--- src/rtl/ball_game_pkg.sv ---
// ----------------------------------------------------------------------------
// ball_game_pkg
// Shared definitions for the pong game sequencer.
//   state_t      FSM state codes, also shown on the HUD/debug state output
//   FLAG_PADDLE  Y-flag code meaning the ball touched the paddle
//   FLAG_LOST    full flag code meaning the ball left the field
//   STEP_W       width of the X/Y step values
//   step_inc     saturating increment used when the speed level rises
// ----------------------------------------------------------------------------
package ball_game_pkg;

    localparam int STEP_W = 4;

    typedef enum logic [2:0] {
        ST_IDLE  = 3'd0,
        ST_SERVE = 3'd1,
        ST_PLAY  = 3'd2,
        ST_MISS  = 3'd3,
        ST_OVER  = 3'd4,
        ST_PAUSE = 3'd5
    } state_t;

    localparam logic [1:0] FLAG_PADDLE = 2'b01;
    localparam logic [3:0] FLAG_LOST   = 4'b1111;

    function automatic logic [STEP_W-1:0] step_inc(input logic [STEP_W-1:0] cur,
                                                   input logic [STEP_W-1:0] lim);
        return (cur >= lim) ? lim : cur + 1'b1;
    endfunction

endpackage

--- src/rtl/ball_game_ctrl_frame_divider.sv ---
// ----------------------------------------------------------------------------
// frame_divider
// Counts frame strobes and emits a one-cycle registered move tick on the
// cycle after every MOVE_DIV-th counted frame.
//   clk   in  system clock
//   rst   in  asynchronous active-high reset
//   frame in  frame-start strobe
//   clr   in  synchronous clear of count and tick (highest priority)
//   en    in  count enable; when low and clr low the count is frozen
//   tick  out one-cycle move strobe
// ----------------------------------------------------------------------------
module frame_divider #(
    parameter int MOVE_DIV = 2
) (
    input  logic clk,
    input  logic rst,
    input  logic frame,
    input  logic clr,
    input  logic en,
    output logic tick
);

    localparam logic [3:0] DIV_LAST = 4'(MOVE_DIV - 1);

    logic [3:0] cnt;

    always_ff @(posedge clk or posedge rst) begin
        if (rst) begin
            cnt  <= '0;
            tick <= 1'b0;
        end else if (clr) begin
            cnt  <= '0;
            tick <= 1'b0;
        end else if (en && frame) begin
            if (cnt == DIV_LAST) begin
                cnt  <= '0;
                tick <= 1'b1;
            end else begin
                cnt  <= cnt + 1'b1;
                tick <= 1'b0;
            end
        end else begin
            tick <= 1'b0;
        end
    end

endmodule

--- src/rtl/ball_game_ctrl.sv ---
// ----------------------------------------------------------------------------
// ball_game_ctrl
// Serve/play/miss/game-over sequencer for the VGA pong ball datapath.
// Holds the ball centred between serves, gates ball motion to a frame-rate
// tick, counts paddle hits (score) and lives, and raises the ball step with
// the speed level (one level per HITS_PER_LEVEL hits).
//
// Optional build macro: GAME_PAUSE_EN adds the iPause input; a pulse toggles
// PLAY <-> PAUSE. PAUSE freezes the move tick, frame divider and hit detector
// while the ball stays released. Without the macro PAUSE is unreachable.
//
// Ports
//   iCLK        in  system clock
//   iRST        in  asynchronous active-high reset
//   iStart      in  start button pulse (honoured in IDLE and OVER only)
//   iFrame      in  frame-start strobe, one cycle per frame
//   iFlag[3:0]  in  ball flags {Y[3:2], X[1:0]}; 4'b1111 = ball lost
//   iPause      in  pause toggle pulse (GAME_PAUSE_EN builds only)
//   oBall_RST_n out active-low ball reset, released in PLAY/PAUSE
//   oMove_Tick  out one-cycle ball update strobe
//   oX_Step     out current X step
//   oY_Step     out current Y step
//   oScore      out paddle hit count, saturating at 8'hFF
//   oLives      out remaining lives
//   oState      out FSM state code
//   oGame_Over  out high while in OVER
// ----------------------------------------------------------------------------
module ball_game_ctrl
    import ball_game_pkg::*;
#(
    parameter int LIVES_INIT     = 3,
    parameter int MOVE_DIV       = 2,
    parameter int SERVE_FRAMES   = 60,
    parameter int HITS_PER_LEVEL = 5,
    parameter int STEP_INIT      = 2,
    parameter int STEP_MAX       = 8
) (
    input  logic              iCLK,
    input  logic              iRST,
    input  logic              iStart,
    input  logic              iFrame,
    input  logic [3:0]        iFlag,
`ifdef GAME_PAUSE_EN
    input  logic              iPause,
`endif
    output logic              oBall_RST_n,
    output logic              oMove_Tick,
    output logic [STEP_W-1:0] oX_Step,
    output logic [STEP_W-1:0] oY_Step,
    output logic [7:0]        oScore,
    output logic [1:0]        oLives,
    output logic [2:0]        oState,
    output logic              oGame_Over
);

    localparam logic [15:0]       SERVE_LAST = 16'(SERVE_FRAMES - 1);
    localparam logic [7:0]        HIT_LAST   = 8'(HITS_PER_LEVEL - 1);
    localparam logic [STEP_W-1:0] STEP_RST   = STEP_W'(STEP_INIT);
    localparam logic [STEP_W-1:0] STEP_LIM   = STEP_W'(STEP_MAX);
    localparam logic [1:0]        LIVES_RST  = 2'(LIVES_INIT);

    state_t            state;
    state_t            state_nxt;
    logic [15:0]       serve_cnt;
    logic [7:0]        hit_cnt;
    logic [STEP_W-1:0] step;
    logic [1:0]        flag_y_prev;

    logic              reload;
    logic              lose_life;
    logic              hit;
    logic              serve_done;
    logic              paddle_edge;
    logic              lost;
    logic              div_clr;
    logic              div_en;

    // A held paddle flag counts once: only a change into the paddle code is a hit.
    assign paddle_edge = (iFlag[3:2] == FLAG_PADDLE) && (flag_y_prev != FLAG_PADDLE);
    assign lost        = (iFlag == FLAG_LOST);
    assign serve_done  = iFrame && (serve_cnt == SERVE_LAST);

    always_comb begin
        state_nxt = state;
        reload    = 1'b0;
        lose_life = 1'b0;
        hit       = 1'b0;
        case (state)
            ST_IDLE: begin
                if (iStart) begin
                    state_nxt = ST_SERVE;
                    reload    = 1'b1;
                end
            end
            ST_SERVE: begin
                if (serve_done) state_nxt = ST_PLAY;
            end
            ST_PLAY: begin
                // A lost ball wins over any hit seen in the same cycle.
                if (lost) begin
                    state_nxt = ST_MISS;
                    lose_life = 1'b1;
                end else begin
                    hit = paddle_edge;
`ifdef GAME_PAUSE_EN
                    if (iPause) state_nxt = ST_PAUSE;
`endif
                end
            end
            ST_MISS: begin
                state_nxt = (oLives == 2'd0) ? ST_OVER : ST_SERVE;
            end
            ST_OVER: begin
                if (iStart) begin
                    state_nxt = ST_SERVE;
                    reload    = 1'b1;
                end
            end
            ST_PAUSE: begin
`ifdef GAME_PAUSE_EN
                if (iPause) state_nxt = ST_PLAY;
`else
                state_nxt = ST_IDLE;
`endif
            end
            default: state_nxt = ST_IDLE;
        endcase
    end

    // Divider counts only while PLAY continues, so no tick can land in MISS or
    // PAUSE; it is cleared everywhere except PLAY/PAUSE so each serve starts fresh.
    assign div_en  = (state == ST_PLAY) && (state_nxt == ST_PLAY);
    assign div_clr = (state != ST_PLAY) && (state != ST_PAUSE);

    frame_divider #(
        .MOVE_DIV (MOVE_DIV)
    ) u_frame_divider (
        .clk   (iCLK),
        .rst   (iRST),
        .frame (iFrame),
        .clr   (div_clr),
        .en    (div_en),
        .tick  (oMove_Tick)
    );

    always_ff @(posedge iCLK or posedge iRST) begin
        if (iRST) begin
            state       <= ST_IDLE;
            serve_cnt   <= '0;
            hit_cnt     <= '0;
            step        <= STEP_RST;
            oScore      <= '0;
            oLives      <= LIVES_RST;
            flag_y_prev <= '0;
            oBall_RST_n <= 1'b0;
            oGame_Over  <= 1'b0;
        end else begin
            state <= state_nxt;

            if (state != ST_PAUSE) flag_y_prev <= iFlag[3:2];

            if (state != ST_SERVE)      serve_cnt <= '0;
            else if (serve_done)        serve_cnt <= '0;
            else if (iFrame)            serve_cnt <= serve_cnt + 1'b1;

            if (reload) begin
                oScore  <= '0;
                hit_cnt <= '0;
                step    <= STEP_RST;
                oLives  <= LIVES_RST;
            end else if (lose_life) begin
                oLives <= (oLives != 2'd0) ? oLives - 1'b1 : 2'd0;
            end else if (hit) begin
                if (oScore != 8'hFF) oScore <= oScore + 1'b1;
                if (hit_cnt == HIT_LAST) begin
                    hit_cnt <= '0;
                    step    <= step_inc(step, STEP_LIM);
                end else begin
                    hit_cnt <= hit_cnt + 1'b1;
                end
            end

            // Registered from the next state so the ball is released on the
            // very first PLAY cycle and OVER is flagged on entry.
            oBall_RST_n <= (state_nxt == ST_PLAY) || (state_nxt == ST_PAUSE);
            oGame_Over  <= (state_nxt == ST_OVER);
        end
    end

    assign oX_Step = step;
    assign oY_Step = step;
    assign oState  = state;

endmodule
--- config.mk ---
export PLATFORM = sky130hd
export DESIGN_NAME = ball_game_ctrl
export DESIGN_NICKNAME = d
export VERILOG_FILES = /design/src/rtl/ball_game_pkg.sv /design/src/rtl/ball_game_ctrl_frame_divider.sv /design/src/rtl/ball_game_ctrl.sv
export SDC_FILE = /design/constraint.sdc
export NUM_CORES = 1
export LEC_CHECK = 0
export ABC_AREA = 1
export CORE_ASPECT_RATIO = 0.5
export CORE_MARGIN = 1
export CORE_UTILIZATION = 55
export CTS_CLUSTER_DIAMETER = 60
export DETAILED_ROUTE_END_ITERATION = 12
export PLACE_DENSITY_LB_ADDON = 0.05
export REMOVE_ABC_BUFFERS = 1
export SETUP_SLACK_MARGIN = 0.05
export SLEW_MARGIN = 40
export SYNTH_ARGS = -nofsm -noshare
export SYNTH_HDL_FRONTEND = slang
export SYNTH_SLANG_ARGS = --single-unit
--- constraint.sdc ---
create_clock -name iCLK -period 2.15 [get_ports iCLK]
set_clock_uncertainty 0.2 [all_clocks]
set_input_delay 0.3225 -clock iCLK [delete_from_list [all_inputs] [get_ports iCLK]]
set_output_delay 0.3225 -clock iCLK [all_outputs]
set_load 0.005 [all_outputs]
==> key figures <==
Drt
  – DRC violations left: 0
  – Final ANT Viol Nets: 0
  – Initial DRC Count: 81
  – Vias: ~2,500
  – Routed WL per cell: approximately 12 microns
  – Final wirelength: roughly 6000 microns
  – Vias/cell: around 5.2
  – Router iterations before antenna repair: 4

Critical path
  – Slowest-stage cell, CP: dfstp_2
  – CP delay by family, top: flip-flops
  – Buf/Inv on CP: 1
  – Startpoint types: flip-flop
  – WP data required: 1.63 ns
  – Crit path max fanout: 6
  – Critical Path AT: ~1.4 ns
  – Worst-path cell chain: clkdlybuf4s50_1
  – Crit Path Category: flip-flop to primary output
  – Slowest stage delay, CP: 0.59 ns
  – Worst Setup End Kind: primary output

Floorplan
  – CORE AREA: between 5000 and 6000 sq um
  – Initial Utilization: approximately 59%
  – Number of placed I/O pins: 32
  – Die area: between 5000 and 6000 sq um
  – Die width: ~110 microns
  – Row count: 18
  – Die Y: roughly 54 microns

Final layout
  – Commonest cells after routing, fill and taps aside: 76 x nand2_1, 48 x nor2_1, 47 x dfrtp_1, 41 x inv_1, 31 x clkdlybuf4s50_1
  – Net count, final: ~430
  – Layout cells sized above 1: 14.6%
  – Core Util, Final: between 60 and 70%
  – Commonest non-fill, non-tap cell in the layout: nand2_1
  – P&R area growth vs syn: 17.9%
  – Filler cells: about 420
  – Ant diodes: 0

STA
  – Worst relative slew slack: 69.9%
  – Tcrit/Tclk final: 88.8%
  – Fmax: approximately 0.52 GHz
  – Max Slew Vio Count: 0
  – RSZ-0062 raised after global routing: false
  – Final setup viols: 0
  – Setup Total Neg Slack: 0 ns
  – Slew at the pin closest to its max-slew limit: approximately 0.45 ns
  – Tmin final: roughly 1.9 ns
  – Final hold viol count: 0

CTS
  – Clock Path Buffers: 2
  – Post-CTS setup buffers: 0
  – Htree depth: 2
  – CTS Hold Bufs: 0
  – CTS tree: built
  – Worst-Skew Late Latency: 0.30 ns
  – Clock Sinks: 50
  – Root buffer cell: clkbuf_8
  – CTS buffer count: 5
  – Post_cts resized: 0
  – Reg clk slew, reported paths: approximately 0.1 ns

Logic synthesis
  – Async SR Flop Fraction: 100%
  – Sequential area share after synthesis: between 40% and 50%
  – Ys flop type: dfrtp_1
  – Post-Syn Area per Cell: around 8.0 sq um
  – EDFF count, synth: 0
  – YS warnings: 0
  – Number of distinct library cells after synthesis: 39
  – Synthesized flop and latch total: 50
  – Post-Syn Area: between 2000 and 3000 sq um
  – Syn Inst Count: around 370

Power
  – Pwr Total: 2.69 mW
  – Maximum vdd ir drop: between 0.3 and 0.4 mV
  – Leakage power: roughly 1.6 nW
  – Power Density: about 770 nW/um^2

Min path
  – Worst hold path class: input port to asynchronous set/reset pin

Placed design
  – IO buf count: 31
  – Hpwl dp: 4550 microns
  – Gpl congestion: 0.855

Job
  – Max-Cap Viols: 0

Global route
  – Vias in the first global route: 2,379
  – Largest net degree at the start of global routing: 36
  – First-pass GRT wire length: around 10,000 microns
  – Initial antenna violation count: 0
  – Total global routing overflow: 0
  – Total Routing Usage GR: 22.8%

Run status
  – Status: finished, final reports clean
-- logic make-up (layout without fill, tap and decap cells) --
kind of cell,Yosys count,in the layout,share of synthesized area [%]
DFF,50,50,42.5
and+or+nand+nor,202,202,33.2
xor gates and xnor gates,11,11,3.26
AOI/OAI and AO/OA,44,44,9.32
buffers and inverters,56,97,8.38
adders and majority gates,8,8,3.39
-- layout make-up --
| type | count | area, sq um | share of cell area (%) |
|---|---|---|---|
| Clock buffer | 5 | 68.8 | 1.97 |
| Clock inverter | 3 | 40.0 | 1.15 |
| Inverter | 48 | 180 | 5.17 |
| Multi-Input combinational cell | 265 | 1460 | 41.8 |
| Sequential cell | 50 | 1250 | 36.0 |
| Tap cell | 70 | 87.6 | 2.51 |
| Timing Repair Buffer | 41 | 398 | 11.4 |
-- report_power, final --
| group | internal (mW) | leakage [nW] | switching (mW) |
|---|---|---|---|
| combinational | 0.381 | 0.924 | 0.366 |
| clock | 0.343 | 0.0579 | 0.322 |
| sequential | 1.09 | 0.657 | 0.191 |
-- final timing paths --
| check | start | to | slack (ns) | cells after the start |
|---|---|---|---|---|
| max in group asynchronous | iRST | oLives[1] | 1.06 | 3 |
| hold reg to reg | flag_y_prev[0] | flag_y_prev[0] | 0.29 | 2 |
| hold / removal | iRST | oX_Step[2] | 0.11 | 2 |
| setup reg to reg | oScore[0] | oScore[0] | 0.29 | 6 |
| setup / recovery | oX_Step[1] | oX_Step[1] | 0.24 | 1 |
| min in group iCLK | flag_y_prev[0] | flag_y_prev[0] | 0.29 | 2 |
-- flip-flops by register name (all words and copies together), names as in the netlist --
register / cells
hit_cnt: 8
serve_cnt: 16
oState: 3
oScore: 8
u_frame_divider.cnt: 4
flag_y_prev: 2
oBall_RST_n: 1
oX_Step: 4
oLives: 2
u_frame_divider.tick: 1
oGame_Over: 1
-- per-stage QoR --
stage	setup WS [ns]	instances	instance area [sq um]	hold slack [ns]
floorplan	0.233	363	2890	0.207
global placement	0.137	474	3370	0.271
detailed placement	0.0507	474	3370	0.270
CTS	0.229	482	3480	0.112
global route	0.119	482	3480	0.137
finish	0.240	482	3480	0.113
-- cells in the mapped netlist, drive strengths merged (3+ instances only) --
cell type	instances	area share, %
nand2	87	12
nor2	58	8.5
dfrtp	47	40
inv	47	6.0
nand3	32	6.2
o21ai	24	4.6
nand4	12	3.0
a21oi	9	1.9
xor2	9	2.7
buf	8	2.3
ha	8	3.4
nor3	8	1.9
dfstp	3	2.7
o21bai	3	0.76
-- metal layers --
layer	global-route usage, %	wire (microns)	share of wire, %	up-vias
met4	5.56	61	1.0	0
met2	44.4	2970	50	36
met3	4.72	186	3.1	8
met1	26.7	2780	46	1211
li1	-	-	-	1275
met5	0	0	0	-
Power figures use the tool's default switching activity.
